**config.mk**
```make
export PLATFORM = sky130hd
export DESIGN_NAME = serial_sub
export DESIGN_NICKNAME = d
export VERILOG_FILES = /design/src/rtl/serial_arith_pkg.sv /design/src/rtl/full_sub.sv /design/src/rtl/serial_sub.sv
export SDC_FILE = /design/constraint.sdc
export NUM_CORES = 1
export LEC_CHECK = 0
export CORE_MARGIN = 2
export CORE_UTILIZATION = 55
export CTS_CLUSTER_DIAMETER = 30
export CTS_CLUSTER_SIZE = 8
export DETAILED_ROUTE_END_ITERATION = 10
export PLACE_DENSITY = 0.91
export SLEW_MARGIN = 40
export SYNTH_ARGS = -nofsm -noshare
export SYNTH_HDL_FRONTEND = slang
export SYNTH_HIERARCHICAL = 1
export SYNTH_SLANG_ARGS = --single-unit
```
**constraint.sdc**
```tcl
create_clock -name clk -period 2.45 [get_ports clk]
set_clock_uncertainty 0.2 [all_clocks]
set_input_delay 0.49 -clock clk [delete_from_list [all_inputs] [get_ports clk]]
set_output_delay 0.49 -clock clk [all_outputs]
set_load 0.03 [all_outputs]
```
**src/rtl/serial_arith_pkg.sv**
```systemverilog
// Shared definitions for the bit-serial arithmetic blocks.
//   state_e   : sequencing states common to serial adder/subtractor engines
//   cnt_width : width of a bit counter able to hold 0..w without wrapping
package serial_arith_pkg;

   typedef enum logic [1:0] {
      StIdle,
      StRun,
      StDone
   } state_e;

   function automatic int unsigned cnt_width(input int unsigned w);
      return $clog2(w) + 1;
   endfunction

endpackage

```
**src/rtl/full_sub.sv**
```systemverilog
// Combinational 1-bit full subtractor: d = a - b - bin, with borrow out.
//   a_i, b_i : operand bits
//   bin_i    : borrow in
//   d_o      : difference bit
//   bout_o   : borrow out
module full_sub (
   input  logic a_i,
   input  logic b_i,
   input  logic bin_i,
   output logic d_o,
   output logic bout_o
);

   assign d_o    = a_i ^ b_i ^ bin_i;
   assign bout_o = (~a_i & b_i) | (~(a_i ^ b_i) & bin_i);

endmodule

```
**src/rtl/serial_sub.sv**
```systemverilog
// Bit-serial subtractor: captures a and b on an accepted start, computes a - b LSB-first,
// one bit per clock through a single full_sub cell, then registers the difference, final
// borrow and signed overflow together with a one-cycle done pulse.
//   clk, rst_n : clock (rising edge), asynchronous active-low reset
//   start_i    : request, sampled only while idle
//   a_i, b_i   : minuend / subtrahend, captured on the accepted start edge
//   busy_o     : high whenever an operation is in flight (RUN or DONE)
//   done_o     : one-cycle completion pulse
//   diff_o     : a - b mod 2^W
//   borrow_o   : 1 iff unsigned a < b
//   ovf_o      : signed overflow of a - b
module serial_sub
   import serial_arith_pkg::*;
#(
   parameter int unsigned W = 8
) (
   input  logic         clk,
   input  logic         rst_n,
   input  logic         start_i,
   input  logic [W-1:0] a_i,
   input  logic [W-1:0] b_i,
   output logic         busy_o,
   output logic         done_o,
   output logic [W-1:0] diff_o,
   output logic         borrow_o,
   output logic         ovf_o
);

   localparam int unsigned CW = cnt_width(W);

   state_e         state_q, state_d;
   logic [W-1:0]   a_q, a_d;
   logic [W-1:0]   b_q, b_d;
   logic [W-1:0]   part_q, part_d;
   logic [CW-1:0]  cnt_q, cnt_d;
   logic           bin_q, bin_d;
   logic           sa_q, sa_d;
   logic           sb_q, sb_d;
   logic [W-1:0]   diff_q, diff_d;
   logic           borrow_q, borrow_d;
   logic           ovf_q, ovf_d;

   logic           cell_d;
   logic           cell_bout;

   full_sub u_full_sub (
      .a_i    (a_q[0]),
      .b_i    (b_q[0]),
      .bin_i  (bin_q),
      .d_o    (cell_d),
      .bout_o (cell_bout)
   );

   always_ff @(posedge clk or negedge rst_n) begin
      if (!rst_n) begin
         state_q  <= StIdle;
         a_q      <= '0;
         b_q      <= '0;
         part_q   <= '0;
         cnt_q    <= '0;
         bin_q    <= 1'b0;
         sa_q     <= 1'b0;
         sb_q     <= 1'b0;
         diff_q   <= '0;
         borrow_q <= 1'b0;
         ovf_q    <= 1'b0;
      end else begin
         state_q  <= state_d;
         a_q      <= a_d;
         b_q      <= b_d;
         part_q   <= part_d;
         cnt_q    <= cnt_d;
         bin_q    <= bin_d;
         sa_q     <= sa_d;
         sb_q     <= sb_d;
         diff_q   <= diff_d;
         borrow_q <= borrow_d;
         ovf_q    <= ovf_d;
      end
   end

   always_comb begin
      state_d  = state_q;
      a_d      = a_q;
      b_d      = b_q;
      part_d   = part_q;
      cnt_d    = cnt_q;
      bin_d    = bin_q;
      sa_d     = sa_q;
      sb_d     = sb_q;
      diff_d   = diff_q;
      borrow_d = borrow_q;
      ovf_d    = ovf_q;

      unique case (state_q)
         StIdle: begin
            if (start_i) begin
               a_d     = a_i;
               b_d     = b_i;
               part_d  = '0;
               cnt_d   = '0;
               bin_d   = 1'b0;
               sa_d    = a_i[W-1];
               sb_d    = b_i[W-1];
               state_d = StRun;
            end
         end
         StRun: begin
            a_d    = {1'b0, a_q[W-1:1]};
            b_d    = {1'b0, b_q[W-1:1]};
            part_d = {cell_d, part_q[W-1:1]};
            bin_d  = cell_bout;
            cnt_d  = cnt_q + CW'(1);
            // Last bit: publish everything at once so no partial result is ever visible.
            if (cnt_q == CW'(W - 1)) begin
               diff_d   = {cell_d, part_q[W-1:1]};
               borrow_d = cell_bout;
               // cell_d is the MSB of the difference here.
               ovf_d    = (sa_q ^ sb_q) & (sa_q ^ cell_d);
               state_d  = StDone;
            end
         end
         StDone: begin
            state_d = StIdle;
         end
         default: begin
            state_d = StIdle;
         end
      endcase
   end

   assign busy_o   = (state_q != StIdle);
   assign done_o   = (state_q == StDone);
   assign diff_o   = diff_q;
   assign borrow_o = borrow_q;
   assign ovf_o    = ovf_q;

endmodule

```
# [Yosys cells after proc, flatten, opt, wreduce, memory -nomap -nowiden]
# Cells that the tools add are included.
[op_classes] n_addsub=1 eq_ne=5 mux=13 bitwise=10 n_reduce_logical=7
[ops] cell="8-bit one-hot mux with 2 select lines" n=3
[ops] cell="8-bit 2-to-1 mux" n=3
[ops] cell="4-bit one-hot mux with 2 select lines" n=1
[ops] cell="2-bit AND reduction" n=4
[ops] cell="4-bit by 1-bit adder with 4-bit output (second input constant)" n=1
[ops] cell="4-bit by 3-bit equality test with 1-bit output (second input constant)" n=1
[ops] cell="2-bit 2-to-1 mux" n=2
[ops] cell="4-bit 2-to-1 mux" n=1
[ops] cell="2-bit inequality test (second input constant)" n=2
[ops] cell="2-bit one-hot mux with 2 select lines" n=1
[ops] cell="2-bit nonzero test" n=2
[ops] cell="1-bit bitwise XOR" n=4
[ops] cell="1-bit AND" n=3
[ops] cell="2-bit by 1-bit equality test with 1-bit output (second input constant)" n=1
[ops] cell="2-bit equality test (second input constant)" n=1
[ops] cell="2-bit zero test" n=1
[ops] cell="1-bit NOT" n=2
[ops] cell="1-bit one-hot mux with 2 select lines" n=1
[ops] cell="1-bit 2-to-1 mux" n=1
[ops] cell="1-bit bitwise OR" n=1
[totals] ff_bits=43 input_bits=19 output_inout_bits=12 elab_cells=47

# [Logic depth before layout (Yosys ltp)]
[logic_depth] word_depth=5 ltp_mapped=5 ltp_nobuf=5

# [Modules after synthesis]
# Netlist, hierarchy kept.
[modules_own_cells] mod="serial_sub" instances=1 cells_each=163 area_each_um2=1794.2 seq_area_each_um2=1051.0
[modules_own_cells] mod="full_sub" instances=1 cells_each=4 area_each_um2=31.3 seq_area_each_um2=0.0

# [Worst setup path after synthesis]
# Ideal clock, no wire load.
[synth_path] path_type="register to register" start="register a_q[0]" end="register ovf_q, in the netlist ovf_o" setup_time_ns=0.125 arrival_time_ns=1.361 t_required_ns=2.125 path_slack_ns=0.763 stages_incl_launch_ff=5 path_buffers=0 period_less_slack_ns=1.687 path_cell_list="dfrtp_1 fa_1 nand2b_1 o21ai_0 mux2_4"
[synth_between] elab_chain_cells=4
[synth_rtl] item="from (decl)" line="serial_sub.sv:32" rtl="logic [W-1:0] a_q, a_d;"
[synth_rtl] item="from (signal assigned)" line="serial_sub.sv:57" rtl="a_q <= '0;"
[synth_rtl] item="from (signal assigned)" line="serial_sub.sv:69" rtl="a_q <= a_d;"
[synth_rtl] item="1-bit bitwise XOR (2 in series)" line="full_sub.sv:14" rtl="assign d_o = a_i ^ b_i ^ bin_i;"
[synth_rtl] item="net cell_d" line="serial_sub.sv:43" rtl="logic cell_d;"
[synth_rtl] item="1-bit bitwise XOR" line="serial_sub.sv:119" rtl="ovf_d = (sa_q ^ sb_q) & (sa_q ^ cell_d);"
[synth_rtl] item="1-bit AND" line="serial_sub.sv:119"
[synth_rtl] item="to (signal assigned)" line="serial_sub.sv:78" rtl="ovf_q <= ovf_d;"
[synth_rtl] item="to (decl)" line="serial_sub.sv:41" rtl="logic ovf_q, ovf_d;"
# The timed path passes the listed nets, and every way through them passes these cells.
# A chain may end at the register's enable or synchronous reset.

# [Worst setup path in the final report]
[layout_path] start="register state_q[0]" end="output port done_o"
[layout_between] elab_chain_cells=1
[layout_rtl] item="from (decl)" line="serial_sub.sv:31" rtl="state_e state_q, state_d;"
[layout_rtl] item="from (signal assigned)" line="serial_sub.sv:56" rtl="state_q <= StIdle;"
[layout_rtl] item="from (signal assigned)" line="serial_sub.sv:68" rtl="state_q <= state_d;"
[layout_rtl] item="2-bit equality test" line="serial_sub.sv:133" rtl="assign done_o = (state_q == StDone);"
[layout_rtl] item="to (decl)" line="serial_sub.sv:23" rtl="output logic done_o,"
# No other way between the ends.

==> qor.csv <==
stage,metric,value,unit
run_status,status,completed,
drt,vias,1324,
drt,drc,0,
layout,area_delta_synth_final,20.0,%
pwr,powerDensity,1280,nW/um^2
cts,numCtsBuffers,5,
floorplan,start_util,58.8,%
min_path,hold_start,b_q[4],
yosys,synth_common_cells,"nand2_1 (46), dfrtp_1 (42), mux2_4 (9), nand3_1 (9), a22oi_1 (8)",
floorplan,core,3100,sq um
min_path,holdPathStages,2,
drt,drt_iter0_markers,51,
yosys,ys_warn_count,6,
grt,first_global_vias,1384,
yosys,synth-async-reset-ratio,100,%
cts,cts_root_buffer,clkbuf_4,
cts,clock_sinks,42,
cts,clock_path_buffers,2,
floorplan,fp.dieW,61.6,um
worst_setup_path,r2r_cells,4,
timing,maxClockFrequency,421,MHz
drt,vias_per_cell,5.52,
layout,fill_cells,244,
floorplan,io_pins,31,
timing,hold_viol,0,
cts,htree_levels,2,
yosys,synth_flop_cell,dfrtp_1,
worst_setup_path,start_kind,flop,
worst_setup_path,ff2ff_setup_slack,0.67,ns
worst_setup_path,critPathKind,flop to primary output,
placement,port_buffers,30,
yosys,syn_nets,188,
yosys,synth_area_leaders,"dfrtp_1 (58%), nand2_1 (9.5%), mux2_4 (7.4%), a22oi_1 (3.3%), nand3_1 (2.5%)",
grt,grt_use_total,21.7,%
grt,grt_max_degree,43,
floorplan,die_area,3800,sq um
cts,clkTransAtPathRegs,0.11,ns
run,drv_cap,0,
grt,antenna_found_initial,0,
timing,setup_viol,0,
worst_setup_path,cpPeakStageDelay,0.66,ns
placement,hpwl,2420,um
yosys,netlist_area,1830,sq um
worst_setup_path,critPathSlowestCell,clkdlybuf4s50_1,
layout,drive_gt1_share,12.2,%
cts,clkLatencyLatePin,0.35,ns
layout,nets,218,
timing,period_share,97.0,%
timing,tns,0,ns
grt,grt_overflow_total,0,
yosys,synth_compound_area_share,7.47,%
yosys,yosys.area.top_type,dfrtp_1,
timing,max_slew_margin,61.5,%
drt,drtAntennaViolNets,0,
yosys,synth.top_cell.area_share,57.6,%
pwr,p_leak,0.00105,uW
layout,layout.cells.non_filler,240,
timing,rsz0062_at_grt,false,
grt,grt_first_pass_wirelength,5890,um
floorplan,die_h,61.6,um
pwr,vdd_ir_drop_max,0.555,mV
worst_setup_path,cp_cell_sequence,and2b_1 > clkdlybuf4s50_1,
worst_setup_path,cp.buffers_inverters,1,
floorplan,fp-row-count,20,
yosys,synth_edf_count,0,
yosys,synth_xor_xnor_area_share,0,%
yosys,yosysMostFrequentCell,nand2_1,
yosys,yosysSeqAreaShare,57.6,%
yosys,synth_top_family_by_area,simple AND/OR/NAND/NOR gates,
placement,dp.cells,233,
drt,wl,3500,um
yosys,ys_ff_latch,42,
worst_setup_path,critPathCaptureType,primary output,
yosys,synthAdderAreaFrac,1.78,%
placement,gp_congestion,0.777,
timing,tightestPinTransition,0.577,ns
yosys,synth_cell_type_count,33,
yosys,syn_area_per_cell,10.9,sq um
worst_setup_path,r2r_start,a_q[0],
timing,period_minus_slack,2.38,ns
layout,antenna_cells,0,
worst_setup_path,cp_top_family,buffers and inverters,
worst_setup_path,worstPathRequired,1.76,ns
drt,drt_pass1_iterations,4,
yosys,syn_inst,167,
worst_setup_path,critical_path_arrival,1.69,ns
worst_setup_path,timing.rr.end,ovf_o,
timing,slew_viol_final,0,
yosys,synthSimpleGateAreaFrac,20.2,%
drt,wl_per_cell,14.6,um
min_path,hp-class,flop to flop,
min_path,whs_endpoint,b_q[4],
yosys,muxShareOfSynthArea,8.57,%
cts,cts_tree,yes,
worst_setup_path,path_max_fanout,7,
layout make-up:
type                            count  area [sq um]  area share [%]
Clock buffer                        6          51.3            2.34
Inverter                            3          11.3           0.514
Multi-Input combinational cell    112           697            31.8
Sequential cell                    42          1050            48.0
Tap cell                           44          55.1            2.51
Timing Repair Buffer               33           325            14.8
where the power goes:
part	switching (uW)	leakage (uW)	internal, uW
clock	204	0.0000302	129
combinational	678	0.000494	577
sequential	213	0.000523	1000
total	1100	0.00105	1710
sequential cells by signal (all words and copies together) (netlist names):
signal,flops
a_q,8
b_q,8
diff_o,8
part_q,7
cnt_q,4
state_q,2
bin_q,1
borrow_o,1
ovf_o,1
sa_q,1
sb_q,1
repair_timing:
action / CTS / global route
gates resized for setup: 0 / 1
buffers inserted: 0 / 0
hold buffers: 1 / 0
hold endpoints to repair: 42 / 0
endpoints found under the setup margin: 0 / 1
stage by stage:
| step | util (%) | setup WS [ns] | hold WS [ns] | total power (uW) | cell area, sq um |
|---|---|---|---|---|---|
| 3_5_place_dp | 68.4 | 0.197 | 0.269 | 2490 | 2120 |
| 5_1_grt | 70.6 | 0.000728 | 0.328 | 3010 | 2190 |
| 3_3_place_gp | 68.3 | 0.270 | 0.264 | 2390 | 2120 |
| 4_1_cts | 70.4 | 0.0462 | 0.296 | 2820 | 2180 |
| 6_report | 70.6 | 0.0736 | 0.295 | 2810 | 2190 |
| 2_1_floorplan | - | 0.763 | -0.00559 | 2090 | 1830 |
worst register-to-register path, cell delays in order (launching register included):
cell	delay (ns)
dfrtp_1	0.43
fa_1	0.61
nand2b_1	0.11
o21ai_0	0.07
mux2_4	0.26
metal layers:
layer  share of wire, %  track usage [%]
met4                1.1             8.81
met2                 54             39.1
met1                 39             23.1
met5                  0                0
met3                6.1             7.35
layout by cell type (no fill, tap or decap), drive strengths merged, types with 2 or more instances in the layout:
| cell | count |
|---|---|
| a22oi | 8 |
| buf | 3 |
| clkbuf | 6 |
| clkdlybuf4s50 | 28 |
| dfrtp | 42 |
| inv | 3 |
| mux2 | 10 |
| nand2 | 46 |
| nand3 | 9 |
| nor2 | 6 |
| nor2b | 2 |
| nor3 | 6 |
| o21ai | 3 |
| o21bai | 2 |
| o22ai | 6 |
cells by family after synthesis:
group                    after synthesis
flip-flops                            42
multiplexers                          11
AO/OA/AOI/OAI                         20
AND/OR/NAND/NOR                       79
adder cells (fa/ha/maj)                2
buffers and inverters                 13
worst max path at each step:
stage | start | end | slack, ns | cells after the start
floorplan | a_q[0] | ovf_o | 0.76 | 4
global placement | start_i | a_q[0] | 0.27 | 4
detailed placement | start_i | b_q[6] | 0.20 | 4
CTS | state_q[0] | busy_o | 0.05 | 2
global route | state_q[0] | done_o | 0.0007 | 2
finish | state_q[0] | done_o | 0.07 | 2
Power figures use the tool's default switching activity.
==> RTL edit 1: new RTL, same settings <==
Re-encode `state_e` (3 states) as one-hot, 3 bits wide.
--- a/src/rtl/serial_arith_pkg.sv
+++ b/src/rtl/serial_arith_pkg.sv
@@ -5,6 +5,6 @@
 
-   typedef enum logic [1:0] {
-      StIdle,
-      StRun,
-      StDone
+   typedef enum logic [2:0] {
+      StIdle = 3'b001,
+      StRun  = 3'b010,
+      StDone = 3'b100
    } state_e;
Formal check against the unedited RTL: no difference found for any inputs over 10 cycles, from zero or initial values and one cycle with rst_n low; not proved beyond that.
==> RTL edit 1 against the original RTL <==
- power decreased by 19%
- sequential power decreased by 13%
- combinational power decreased by 46%
- critical endpoint is now busy_o
- sequential cell count increased by 1
- routed wire length decreased by 1.1%
- worst setup slack improved by 0.075 ns
- final area increased by 4.7%
- synthesized area decreased by 0.34%
- critical path type unchanged
==> RTL edit 1: results (changes against the original RTL) <==
Status
  – Outcome: finished, final reports clean (unchanged)

Clocking
  – Clk slew on worst S/H paths: 0.12 ns
  – Clock latency at the later pin of the worst-skew pair: 0.36 ns
  – Max clock buf depth: 2 (unchanged)

Timing
  – Hold_ws: 0.307 ns (was 0.295 ns)
  – Slew headroom: 0.527 (was 0.615)
  – Final Critical Period: 2.30 ns (was 2.38 ns)

Setup path
  – CP delay by family, top: flip-flops (was buffers and inverters)
  – Critical-path top delay cell: dfstp_2 (was clkdlybuf4s50_1)
  – Crit-path max cell delay: 0.61 ns (was 0.66 ns)
  – CP startpoint: state_q[0]$_DFFE_PN1P_ (was state_q[0]$_DFFE_PN0P_)
  – CP max FO: 5 (was 7)
  – Worst reg2reg setup slack: 0.39 ns (was 0.67 ns)

Logic synthesis
  – Cells after Synth: 148 (was 167)
  – Synth top area cells: dfrtp_1, mux2i_1, mux2_2 (was dfrtp_1, nand2_1, mux2_4)
  – Commonest cells post-synth: dfrtp_1, nand2_1, o21ai_0 (was nand2_1, dfrtp_1, mux2_4, nand3_1, a22oi_1)
  – Syn Nets: 169 (was 188)

Placed design
  – Pre-CTS setup slack: 0.159 ns (was 0.197 ns)
  – Placed cells: 219 (was 233)
  – Gpl congestion: 0.741 (was 0.777)

Route
  – Routed len/inst: 15.2 um (was 14.6 um)
  – Vias per inst: 5.27 (was 5.52)
  – 1st-iter DRT viols: 48 (was 51)

Power and ir drop
  – Peak supply drop: 0.736 mV (was 0.555 mV)
  – Pleak: 1.10 nW (was 1.05 nW)

Layout
  – Non-filler instance count after layout: 228 (was 240)
  – Fill count: 208 (was 244)

Global routing
  – Largest net degree at the start of global routing: 44 (was 43)
  – GRT Util Overall: 0.222 (was 0.217)
RTL edit 1: power breakdown:
part           leakage [nW]  internal [mW]  switching (mW)
Clock                0.0525          0.319           0.221
Combinational         0.488          0.313           0.360
Sequential            0.561          0.918           0.144
Total                  1.10           1.55           0.725
RTL edit 1: metal layers:
| layer | up-vias | wire length (um) | GRT usage |
|---|---|---|---|
| met5 | - | 0 | 0 |
| met4 | 0 | 58 | 0.125 |
| met3 | 6 | 127 | 0.0462 |
| met2 | 27 | 1830 | 0.370 |
| met1 | 586 | 1440 | 0.268 |
| li1 | 583 | - | - |
RTL edit 1: kinds of logic after synthesis:
group | Yosys count | share of synthesized area
buffers and inverters | 11 | 0.0282
and+or+nand+nor | 36 | 0.102
adders and majority gates | 2 | 0.0179
AOI/OAI and AO/OA | 28 | 0.0977
xor gates and xnor gates | 1 | 0.00482
DFF | 43 | 0.592
muxes | 27 | 0.157
RTL edit 1: worst register-to-register path, cell delays in order, from the launching register on:
cell	delay (ns)
dfstp_2	0.61
nor3b_4	0.07
buf_4	0.24
nor2_1	0.59
mux2_2	0.29
RTL edit 1: path summary, 6_finish.rpt:
path	to	cells past startpoint
min in group asynchronous	a_q[3]$_DFFE_PN0P_	3
worst max-delay path	busy_o	2
worst max register to register	cnt_q[0]$_DFFE_PN0P_	4
worst min-delay path	b_q[0]$_DFFE_PN0P_	2
max in group asynchronous	state_q[0]$_DFFE_PN1P_	3
worst min register to register	b_q[0]$_DFFE_PN0P_	2
RTL edit 1: area by class of cell:
type                    count  area, sq um  share of cell area
flip-flops and latches     43         1080               0.470
multi-input cells          94          691               0.301
repair buffers             36          358               0.156
clock inverters             2         60.1              0.0262
well taps                  44         55.1              0.0240
clock buffers               6         41.3              0.0180
inverters                   3         11.3             0.00491
RTL edit 1: what timing repair did:
item                                    4_1_cts  5_1_grt
hold buffers                                  1        0
endpoints found under the hold margin        42        0
gates resized for setup                       0        1
setup buffers                                 0        0
endpoints found under the setup margin        0        1
==> RTL edit 2: new RTL, same settings <==
Without the edit above. Take the reset off `a_q` and `b_q` and load them in a clocked block of their own.
--- a/src/rtl/serial_sub.sv
+++ b/src/rtl/serial_sub.sv
@@ -56,4 +56,2 @@
          state_q  <= StIdle;
-         a_q      <= '0;
-         b_q      <= '0;
          part_q   <= '0;
@@ -68,4 +66,2 @@
          state_q  <= state_d;
-         a_q      <= a_d;
-         b_q      <= b_d;
          part_q   <= part_d;
@@ -79,2 +75,7 @@
       end
+   end
+
+   always_ff @(posedge clk) begin
+      a_q <= a_d;
+      b_q <= b_d;
    end
Behaviour: same outputs for any inputs over 10 cycles, from zero or initial values and one cycle with rst_n low; that may be too few to reach the edited logic, so the function may still have changed.
==> RTL edit 2 against the original RTL <==
- worst setup slack improved by 0.033 ns
- final area increased by 1.4%
- routed wire length decreased by 8.3%
- synthesized area decreased by 2.9%
- power increased by 12%
- sequential cell count unchanged
- core utilization increased by 2.1 points
- sequential power increased by 7%
==> RTL edit 2: results (changes against the original RTL) <==
Setup path
  – CP startpoint: state_q[1]$_DFFE_PN0P_ (was state_q[0]$_DFFE_PN0P_)
  – RR Startpoint: state_q[0]$_DFFE_PN0P_ (was a_q[0]$_DFFE_PN0P_)
  – CP delay by family, top: buffers and inverters (unchanged)
  – Crit-path max cell delay: 0.69 ns (was 0.66 ns)
  – CP max FO: 4 (was 7)

Clocking
  – Clk root buf: clkbuf_4 (unchanged)
  – Clock latency at the later pin of the worst-skew pair: 0.36 ns
  – H-tree levels: 2 (unchanged)
  – Clock sinks: 42 (unchanged)
  – Clk slew on worst S/H paths: 0.12 ns
  – Max clock buf depth: 2 (unchanged)

Placed design
  – Gpl congestion: 0.832 (was 0.777)
  – Post-DP HPWL: 2.12 mm (was 2.42 mm)

Layout
  – FF/Latch Area: 1130 sq um (was 1050 sq um)
  – Final clock-cell share: 0.0479 (was 0.0234)
  – Multi-input gate share of total cell area: 0.258 (was 0.318)
  – Layout Nets: 168 (was 218)
  – Proportion of layout cells with a drive suffix above 1: 0.277 (was 0.122)
  – Non-CTS buffers: 34 (was 33)
  – Inverters: 6 (was 3)
  – Non-clock buffer share: 0.150 (was 0.148)
  – Clk_buf instances: 7 (was 6)
  – Fill count: 214 (was 244)
  – Multi-input comb cells: 58 (was 112)
  – Diode count: 0 (unchanged)

Min path
  – Worst hold path class: in2async (was reg2reg)

Timing
  – Slew at the pin closest to its max-slew limit: 0.328 ns (was 0.577 ns)

Global routing
  – Vias in the first global route: 1,087 (was 1,384)
  – First-pass GRT wire length: 5.17 mm (was 5.89 mm)
  – GRT Util Overall: 0.205 (was 0.217)
  – Initial antenna violation count: 0 (unchanged)
  – Largest net degree at the start of global routing: 27 (was 43)

Logic synthesis
  – Commonest cells post-synth: dfrtp_1, mux2_2, edfxtp_1 (was nand2_1, dfrtp_1, mux2_4, nand3_1, a22oi_1)
  – Async SR Flop Fraction: 0.619 (was 1.00)
  – Synth Area in Compound Gates: 0.0720 (was 0.0747)
  – Synth top area cells: dfrtp_1, edfxtp_1, mux2_2 (was dfrtp_1, nand2_1, mux2_4)
  – EDFF count, synth: 16 (was 0)
  – Syn Nets: 132 (was 188)
  – Sequential area share after synthesis: 0.638 (was 0.576)
  – Mux cell area share after synthesis: 0.184 (was 0.0857)
  – Adder-Cell Fraction of Synth Area: 0.0184 (was 0.0178)
  – XOR/XNOR Fraction of Synth Area: 0 (unchanged)
  – Yosys warns: 6 (unchanged)
  – Library cells used by synthesis: 26 (was 33)

Route
  – Final wirelength: 3.21 mm (was 3.50 mm)
  – Via Count: 1,040 (was 1,324)
  – 1st-iter DRT viols: 43 (was 51)

Power and ir drop
  – Leading power group: sequential cells (was combinational cells)
  – Pleak: 0.948 nW (was 1.05 nW)
  – Power Combinational: 1.29 mW (was 1.25 mW)
  – Peak supply drop: 0.735 mV (was 0.555 mV)
  – Sw frac: 0.330 (was 0.390)
  – Flop+latch power: 1.31 mW (was 1.22 mW)

Status
  – Outcome: finished, final reports clean (unchanged)
## RTL edit 2: cell types whose count changed after synthesis, sizes merged, moves of 8 or more
cell	delta
a22o	+8
dfrtp	-16
a22oi	-8
edfxtp	+16
nand2	-45
nand3	-8
mux2	+16
## RTL edit 2: logic make-up (layout without fill, tap and decap cells)
logic type,count (synthesis),in the layout
compound gates,17,17
fa+ha+maj,2,2
buf+inv,11,48
flops,42,42
mux,26,26
simple gates,13,13
## RTL edit 2: final timing paths
path / to / slack (ns) / cells past startpoint
worst max register to register: b_q[3]$_DFFE_PP_ / 0.56 / 3
worst min register to register: bin_q$_DFFE_PN0P_ / 0.32 / 1
worst min-delay path: diff_o[6]$_DFFE_PN0P_ / 0.28 / 2
worst max-delay path: done_o / 0.11 / 2
max in group asynchronous: cnt_q[2]$_DFFE_PN0P_ / 1.52 / 2
min in group clk: bin_q$_DFFE_PN0P_ / 0.32 / 1
## RTL edit 2: per-layer routing
metal  vias up  global-route usage  wire length (um)
met5         -                   0                 0
met4         0               0.102                98
met3        11              0.0725               154
met2        31               0.346              1670
met1       519               0.229              1290
li1        479                   -                 -
## RTL edit 2: per-stage QoR
step,utilization,power (mW),cells,setup slack [ns],area (sq um)
after floorplan,-,2.22,111,0.759,1770
after global placement,0.692,2.52,184,0.463,2110
after detailed placement,0.692,2.60,184,0.445,2110
after CTS,0.727,3.16,192,0.0263,2220
after global routing,0.727,3.31,192,0.0299,2220
final,0.727,3.14,192,0.107,2220
## RTL edit 2: repair_timing
action | CTS | global route
endpoints found under the setup margin | 0 | 1
resized for setup | 0 | 1
buffers inserted | 0 | 0
